<file path="src/rtl/bias_accum_sat_stage.sv">
// Per-lane bias add, multi-pass partial-sum accumulation and saturation, with a valid/ready output stage.
// Optional macro BIAS_ACCUM_RELU_EN clamps negative saturated lane results to zero.
module bias_accum_sat_stage #(
  parameter int unsigned N_adder_tree = 16,
  parameter int unsigned DW           = 18,
  parameter int unsigned NUM_PASSES   = 4,
  parameter int unsigned GUARD        = 4
) (
  input  logic                         clk,
  input  logic                         rst_n,
  input  logic [N_adder_tree*DW-1:0]   bias_q,
  input  logic                         in_valid,
  output logic                         in_ready,
  input  logic [N_adder_tree*DW-1:0]   in_data,
  output logic                         out_valid,
  input  logic                         out_ready,
  output logic [N_adder_tree*DW-1:0]   out_data,
  output logic [N_adder_tree-1:0]      out_sat,
  output logic [$clog2(NUM_PASSES):0]  pass_cnt
);

  localparam int unsigned AW = DW + GUARD;
  localparam int unsigned CW = $clog2(NUM_PASSES) + 1;
  localparam int unsigned VW = N_adder_tree * DW;

  typedef enum logic {ST_ACCUM, ST_OUTPUT} state_e;

  state_e                 state_q, state_d;
  logic [CW-1:0]          pass_cnt_q, pass_cnt_d;
  logic [AW-1:0]          acc_q [N_adder_tree];
  logic [AW-1:0]          acc_d [N_adder_tree];
  logic                   out_valid_q, out_valid_d;
  logic [VW-1:0]          out_data_q, out_data_d;
  logic [N_adder_tree-1:0] out_sat_q, out_sat_d;

  logic [AW-1:0]           sum_c [N_adder_tree];
  logic [VW-1:0]           res_c;
  logic [N_adder_tree-1:0] sat_c;
  logic                    accept;
  logic                    last_beat;

  assign accept    = in_valid && in_ready;
  assign last_beat = accept && (pass_cnt_q == CW'(NUM_PASSES - 1));

  // Per-lane sum, saturation to DW bits, optional ReLU
  for (genvar i = 0; i < int'(N_adder_tree); i++) begin : g_lane
    logic [DW-1:0] in_lane, b_lane, sat_val, res;
    logic [AW-1:0] in_ext, b_ext, sum;
    logic          ovf;

    assign in_lane = in_data[DW*i +: DW];
    assign b_lane  = bias_q[DW*i +: DW];
    assign in_ext  = {{GUARD{in_lane[DW-1]}}, in_lane};
    assign b_ext   = {{GUARD{b_lane[DW-1]}}, b_lane};
    assign sum     = (pass_cnt_q == '0) ? (b_ext + in_ext) : (acc_q[i] + in_ext);
    // Representable in DW bits only if all bits above the DW sign bit match it
    assign ovf     = (sum[AW-1:DW-1] != {(GUARD+1){sum[AW-1]}});
    assign sat_val = ovf ? (sum[AW-1] ? {1'b1, {(DW-1){1'b0}}} : {1'b0, {(DW-1){1'b1}}})
                         : sum[DW-1:0];
`ifdef BIAS_ACCUM_RELU_EN
    assign res     = sat_val[DW-1] ? '0 : sat_val;
`else
    assign res     = sat_val;
`endif
    assign sum_c[i]            = sum;
    assign res_c[DW*i +: DW]   = res;
    assign sat_c[i]            = ovf;
  end

  // State register
  always_ff @(posedge clk) begin
    if (!rst_n) state_q <= ST_ACCUM;
    else        state_q <= state_d;
  end

  // Next-state logic
  always_comb begin
    state_d = state_q;
    case (state_q)
      ST_ACCUM:  if (last_beat)                state_d = ST_OUTPUT;
      ST_OUTPUT: if (out_valid_q && out_ready) state_d = ST_ACCUM;
      default:                                 state_d = ST_ACCUM;
    endcase
  end

  // Output and datapath next values
  always_comb begin
    in_ready    = rst_n && (state_q == ST_ACCUM);
    pass_cnt_d  = pass_cnt_q;
    out_valid_d = out_valid_q;
    out_data_d  = out_data_q;
    out_sat_d   = out_sat_q;
    for (int i = 0; i < int'(N_adder_tree); i++) acc_d[i] = acc_q[i];

    if (accept) begin
      for (int i = 0; i < int'(N_adder_tree); i++) acc_d[i] = sum_c[i];
      pass_cnt_d = last_beat ? '0 : pass_cnt_q + CW'(1);
    end
    if (last_beat) begin
      out_valid_d = 1'b1;
      out_data_d  = res_c;
      out_sat_d   = sat_c;
    end
    if ((state_q == ST_OUTPUT) && out_valid_q && out_ready) out_valid_d = 1'b0;
  end

  // Datapath registers
  always_ff @(posedge clk) begin
    if (!rst_n) begin
      pass_cnt_q  <= '0;
      out_valid_q <= 1'b0;
      out_data_q  <= '0;
      out_sat_q   <= '0;
      for (int i = 0; i < int'(N_adder_tree); i++) acc_q[i] <= '0;
    end else begin
      pass_cnt_q  <= pass_cnt_d;
      out_valid_q <= out_valid_d;
      out_data_q  <= out_data_d;
      out_sat_q   <= out_sat_d;
      for (int i = 0; i < int'(N_adder_tree); i++) acc_q[i] <= acc_d[i];
    end
  end

  assign out_valid = out_valid_q;
  assign out_data  = out_data_q;
  assign out_sat   = out_sat_q;
  assign pass_cnt  = pass_cnt_q;

endmodule

</file>
<file path="config.mk">
export PLATFORM = sky130hd
export DESIGN_NAME = bias_accum_sat_stage
export DESIGN_NICKNAME = d
export VERILOG_FILES = /design/src/rtl/bias_accum_sat_stage.sv
export SDC_FILE = /design/constraint.sdc
export NUM_CORES = 2
export LEC_CHECK = 0
export BUFFER_PORTS_ARGS = -buffer_cell sky130_fd_sc_hd__buf_4
export CORE_MARGIN = 2
export CORE_UTILIZATION = 38
export DETAILED_ROUTE_END_ITERATION = 10
export GPL_TIMING_DRIVEN = 0
export PLACE_DENSITY_LB_ADDON = 0.12
export SYNTH_ARGS = -nofsm -noshare
export SYNTH_HDL_FRONTEND = slang
export SYNTH_SLANG_ARGS = --single-unit
</file>
<file path="constraint.sdc">
create_clock -name clk -period 4 [get_ports clk]
set_clock_uncertainty 0.15 [all_clocks]
set_input_delay 0 -clock clk [delete_from_list [all_inputs] [get_ports clk]]
set_output_delay 0 -clock clk [all_outputs]
set_load 0.02 [all_outputs]
</file>
# Word level (Yosys, flattened, before mapping)
# Memory sizes are Yosys's and may differ from the RTL's.
# Cells that the tools add are included.
# Widths: inputs -> output; s select.
[op_classes] reduce_logical=8 n_lt_le_gt_ge=0 bitwise_logic=18 addsub=33 eq_ne=17 n_mul=0 mux=71 div_mod_pow=0 shift=0
[op_table] op="$mux 22" n=32
[op_table] op="$mux 18" n=32
[op_table] op="$add 22x22->22" n=16
[op_table] op="$mux 352" n=1
[op_table] op="$add 18x18->19" n=16
[op_table] op="$ne 4x4->1" n=16
[op_table] op="$or 1x1->1" n=16
[op_table] op="$logic_and 1x1->1" n=6
[op_table] op="$mux 1" n=4
[op_table] op="$add 3x1->3 const B" n=1
[op_table] op="$eq 3x2->1 const B" n=1
[op_table] op="$logic_not 3->1" n=1
[op_table] op="$mux 3" n=1
[op_table] op="$not 1->1" n=2
[op_table] op="$pmux 1 s2" n=1
[op_table] op="$reduce_or 2->1" n=1
[word_totals] latchBits=0 reg_bits=309 ram_bits=352 mem_bits_ro=0 elab_cells=153 mem_count=1
[memory_table] name="acc_q" depth=16 width=22 rd=16 rd_clocked_by_memory_dff=0 wr=16 line="30" source="logic [AW-1:0] acc_q [N_adder_tree];"

# Longest topological paths before layout
[logic_depth] word_depth=6 mapped_depth=16

# Worst setup path before layout
# Ideal clock, no wire load.
[synth_path] path_kind="reg-to-reg" from="memory acc_q[0][66] in the netlist's numbering" to="register out_data_q[62] (netlist: out_data[62])" path_stages_with_launch=15 n_path_buf=2 arrival_ns=3.656 path_slack_ns=0.121 setup_time_ns=0.073 required_time_ns=3.777 synth_period_minus_slack_ns=3.879 cell_sequence="dfxtp_1 -> ha_1 -> fa_1 -> a211o_1 -> a2111o_1 -> a21oi_2 -> a21oi_1 -> or3_4 -> o31ai_4 -> a211oi_1 -> or4_1 -> a21o_1 -> buf_6 -> buf_12 -> nor3_4"
[synth_rtl] item="start, declared" line="30"
[synth_rtl] item="end signal, assigned" line="118" source="out_data_q <= out_data_d;"
[synth_rtl] item="end, declared" line="33" source="logic [VW-1:0] out_data_q, out_data_d;"

==> flow_results.xml <==
<?xml version="1.0" encoding="UTF-8"?>
<metrics>
  <group name="clock_tree">
    <metric name="worst_setup_hold_path_clk_slew" unit="ns">0.06</metric>
    <metric name="cts.sinks" unit="">661</metric>
    <metric name="numCtsBuffers" unit="">88</metric>
    <metric name="ctsHtreeMaxLevel" unit="">3</metric>
    <metric name="clk_path_buf_depth" unit="">3</metric>
    <metric name="clock_network_latency_to_the_later_pin_of_the_worst_skew_pair" unit="ns">0.73</metric>
    <metric name="tritoncts" unit="">done</metric>
    <metric name="ctsRootBufferMaster" unit="">sky130_fd_sc_hd__clkbuf_16</metric>
  </group>
  <group name="power">
    <metric name="leakagePower" unit="uW">0.0352</metric>
    <metric name="ir_worst_vdd" unit="V">0.000293</metric>
    <metric name="power" unit="uW">33500</metric>
    <metric name="power_per_unit_of_standard_cell_area" unit="nW/um^2">423</metric>
  </group>
  <group name="layout">
    <metric name="combined_area_of_the_multi_input_logic_cells" unit="sq um">42400</metric>
    <metric name="most-common-layout-cells" unit="">964 x sky130_fd_sc_hd__buf_4, 780 x sky130_fd_sc_hd__dlygate4sd3_1, 744 x sky130_fd_sc_hd__o21ai_0</metric>
    <metric name="layout.cell_area.non_filler" unit="sq um">79300</metric>
    <metric name="fillCellCount" unit="">14100</metric>
    <metric name="nNetsFinal" unit="">10400</metric>
    <metric name="fraction_of_layout_cells_with_a_size_suffix_above_1" unit="%">16.6</metric>
    <metric name="area_delta_synth_final" unit="%">40.2</metric>
    <metric name="seqCellArea" unit="sq um">13200</metric>
    <metric name="layout.cells.most_common" unit="">sky130_fd_sc_hd__buf_4</metric>
  </group>
  <group name="synthesis">
    <metric name="synth_nets" unit="">8567</metric>
    <metric name="synthesis.yosys.warnings" unit="">0</metric>
    <metric name="async_flop_share" unit="%">0</metric>
    <metric name="register_bit_total_from_synthesis" unit="">661</metric>
    <metric name="synth_cell_type_count" unit="">93</metric>
    <metric name="netlist_instances" unit="">7328</metric>
    <metric name="top_ff_cell_synth" unit="">sky130_fd_sc_hd__dfxtp_1</metric>
    <metric name="edff_count_synth" unit="">0</metric>
    <metric name="synth.yosys.seq_area_share" unit="%">23.4</metric>
    <metric name="avg_inst_size_synth" unit="sq um">7.72</metric>
    <metric name="cell_area_after_technology_mapping" unit="sq um">56600</metric>
  </group>
  <group name="route">
    <metric name="drc" unit="">0</metric>
    <metric name="drt_pre_antenna_iters" unit="">6</metric>
    <metric name="detail-route-antenna-nets" unit="">0</metric>
    <metric name="final_routed_wirelength" unit="microns">315000</metric>
    <metric name="route.detailed.wl_per_inst" unit="microns">28.2</metric>
    <metric name="detail_route.vias_per_cell" unit="">6.06</metric>
    <metric name="drt_iter0_drc" unit="">6299</metric>
    <metric name="routed-via-count" unit="">67800</metric>
  </group>
  <group name="critical_path">
    <metric name="reg2reg_from" unit="">state_q</metric>
    <metric name="crit_type" unit="">reg2reg</metric>
    <metric name="crit_path_max_fanout" unit="">19</metric>
    <metric name="worst_setup_path_start_kind" unit="">register</metric>
    <metric name="data_arrival_at_the_endpoint_of_the_critical_path" unit="ns">4.51</metric>
    <metric name="worst-r2r-cell-count" unit="">7</metric>
    <metric name="worst_r2r_endpoint" unit="">acc_q[0][67]</metric>
    <metric name="required_time_at_the_endpoint_of_the_critical_path" unit="ns">4.49</metric>
    <metric name="critPathCaptureType" unit="">register</metric>
    <metric name="register_to_register_path_setup_slack" unit="ns">-0.02</metric>
  </group>
  <group name="worst_hold_path">
    <metric name="timing.hold.worst_endpoint" unit="">acc_q[0][168]</metric>
    <metric name="hold_depth" unit="">5</metric>
    <metric name="worstHoldStart" unit="">in_data[140]</metric>
    <metric name="min_path_type" unit="">in2reg</metric>
  </group>
  <group name="global_routing">
    <metric name="grt.total_usage" unit="%">39.5</metric>
    <metric name="number_of_global_route_vias_before_repair" unit="">64300</metric>
    <metric name="global_route_wire_length_before_repair" unit="microns">440000</metric>
    <metric name="maximum_number_of_pins_on_one_net_before_global_route_repair" unit="">20</metric>
    <metric name="grt_remaining_overflow" unit="">0</metric>
    <metric name="antenna_found_initial" unit="">42</metric>
  </group>
  <group name="sta">
    <metric name="fmax" unit="MHz">249</metric>
    <metric name="slew_violations" unit="">10</metric>
    <metric name="rsz0062_at_grt" unit="">yes</metric>
    <metric name="report.final.hold_viol_count" unit="">0</metric>
    <metric name="fin_crit_sh" unit="%">101</metric>
    <metric name="min_period" unit="ns">4.02</metric>
    <metric name="slew-limit-headroom" unit="%">-0.0940</metric>
    <metric name="setup_slack" unit="ns">-0.0211</metric>
    <metric name="timing_worst_slew_pin_value" unit="ns">1.50</metric>
    <metric name="finalSetupViolCount" unit="">2</metric>
  </group>
  <group name="flow_run">
    <metric name="max-cap-violations" unit="">1</metric>
  </group>
  <group name="placed_design">
    <metric name="port_buffers" unit="">887</metric>
    <metric name="placed_area" unit="sq um">66000</metric>
    <metric name="place.detailed.hpwl" unit="microns">242000</metric>
    <metric name="place.gp.congestion" unit="">0.998</metric>
  </group>
  <group name="floorplanning">
    <metric name="die_w" unit="microns">390</metric>
    <metric name="die_h" unit="microns">390</metric>
    <metric name="floorplan.core_area" unit="sq um">148000</metric>
    <metric name="boundary_pin_count" unit="">889</metric>
    <metric name="placementRows" unit="">141</metric>
    <metric name="die_area" unit="sq um">152000</metric>
    <metric name="floorplan.initialDensity" unit="%">38.3</metric>
  </group>
  <group name="status">
    <metric name="failed_checks" unit="">capacitance limit, slew limit, setup timing</metric>
    <metric name="run_status" unit="">finished with violations</metric>
  </group>
</metrics>
## critical path, cell delays in order (launching register included)
cell	delay, ns
sky130_fd_sc_hd__dfxtp_1	0.36
sky130_fd_sc_hd__nor2_1	0.12
sky130_fd_sc_hd__nand2_1	0.59
sky130_fd_sc_hd__buf_2	0.78
sky130_fd_sc_hd__clkbuf_2	0.80
sky130_fd_sc_hd__clkbuf_1	0.75
sky130_fd_sc_hd__nand3_1	0.16
sky130_fd_sc_hd__o21ai_0	0.12
## how the worst max path moves through the flow
stage	from	slack, ns	endpoint	depth (start not counted)
floorplan	acc_q[0][66]	0.12	out_data[62]	14
global placement	pass_cnt[0]	-6.79	out_data[160]	13
detailed placement	pass_cnt[0]	-4.49	acc_q[0][29]	14
CTS	acc_q[0][66]	-0.11	out_data[57]	14
global route	acc_q[0][7]	-0.04	out_data[13]	15
finish	state_q	-0.02	acc_q[0][67]	7
## Yosys cell counts (94+ instances only)
library cell	count	area share, %
sky130_fd_sc_hd__o21a_1	94	1.2
sky130_fd_sc_hd__xor2_1	153	2.4
sky130_fd_sc_hd__a21oi_1	638	5.6
sky130_fd_sc_hd__clkbuf_1	303	2.0
sky130_fd_sc_hd__o21ai_0	758	6.7
sky130_fd_sc_hd__a21o_1	331	4.4
sky130_fd_sc_hd__xnor2_1	296	4.6
sky130_fd_sc_hd__ha_1	627	14
sky130_fd_sc_hd__nand3_1	475	4.2
sky130_fd_sc_hd__nand2_1	609	4.0
sky130_fd_sc_hd__nor2_1	489	3.2
sky130_fd_sc_hd__a211oi_1	201	2.7
sky130_fd_sc_hd__dfxtp_1	661	23
sky130_fd_sc_hd__nor3_1	158	1.4
sky130_fd_sc_hd__inv_1	149	0.99
## kinds of logic (layout without fill, tap and decap cells)
kind of cell,Yosys count,in the layout,synth area share (%)
AOI/OAI and AO/OA,2731,2731,30.8
and+or+nand+nor,2238,2238,18.9
DFF,661,661,23.4
adders and majority gates,659,659,15.0
buffers and inverters,509,2408,3.47
xor gates and xnor gates,449,449,6.95
muxes,81,81,1.45
other,0,29,0
## power by group
part / switching [uW] / leakage [uW] / internal, uW
Clock: 3540 / 0.00153 / 5320
Combinational: 10100 / 0.0282 / 6830
Sequential: 450 / 0.00541 / 7290
## stage by stage
step	cells	worst slack [ns]	hold WS (ns)	util (%)	TNS, ns
2_1_floorplan	7328	0.121	-0.0310	-	0
3_3_place_gp	10100	-6.79	0.0684	44.4	-2886.08
3_5_place_dp	10200	-4.49	0.0689	44.6	-2122.29
4_1_cts	11100	-0.110	0.0000451	53.0	-2.21
5_1_grt	11200	-0.0401	0.0351	53.6	-0.137
6_report	11200	-0.0211	0.0155	53.7	-0.0323
## repair_timing
item                                    in CTS  in global routing
endpoints found under the hold margin      528                  0
cloned                                       1                  1
setup buffers                               31                 32
hold buffers                               780                  0
endpoints found under the setup margin     659                291
resized for setup                          364                165
pin swaps                                   43                 36
## state kept, by name, summed over array words and instances, names as in the netlist
register / flops
out_data: 288
out_sat: 16
out_valid: 1
acc_q: 352
pass_cnt: 3
state_q: 1
## cell type report
type	instances	share of cell area [%]
diodes	29	0.0915
well taps	1930	3.04
inverters	149	0.705
plain buffers	355	2.84
repair buffers	1746	19.3
clock inverters	37	0.685
clock buffers	121	3.24
flip-flops and latches	661	16.7
multi-input cells	6158	53.5
## routing by layer
layer | GRT usage (%) | routed length [microns] | up-vias | part of all wire [%]
met5 | 0 | 104 | - | 0.033
li1 | - | - | 31100 | -
met4 | 26.3 | 24300 | 18 | 7.7
met2 | 62.2 | 138000 | 3253 | 44
met1 | 48.2 | 125000 | 32600 | 40
met3 | 8.73 | 27900 | 828 | 8.8
Note: power is estimated with default switching activity, not from simulation.
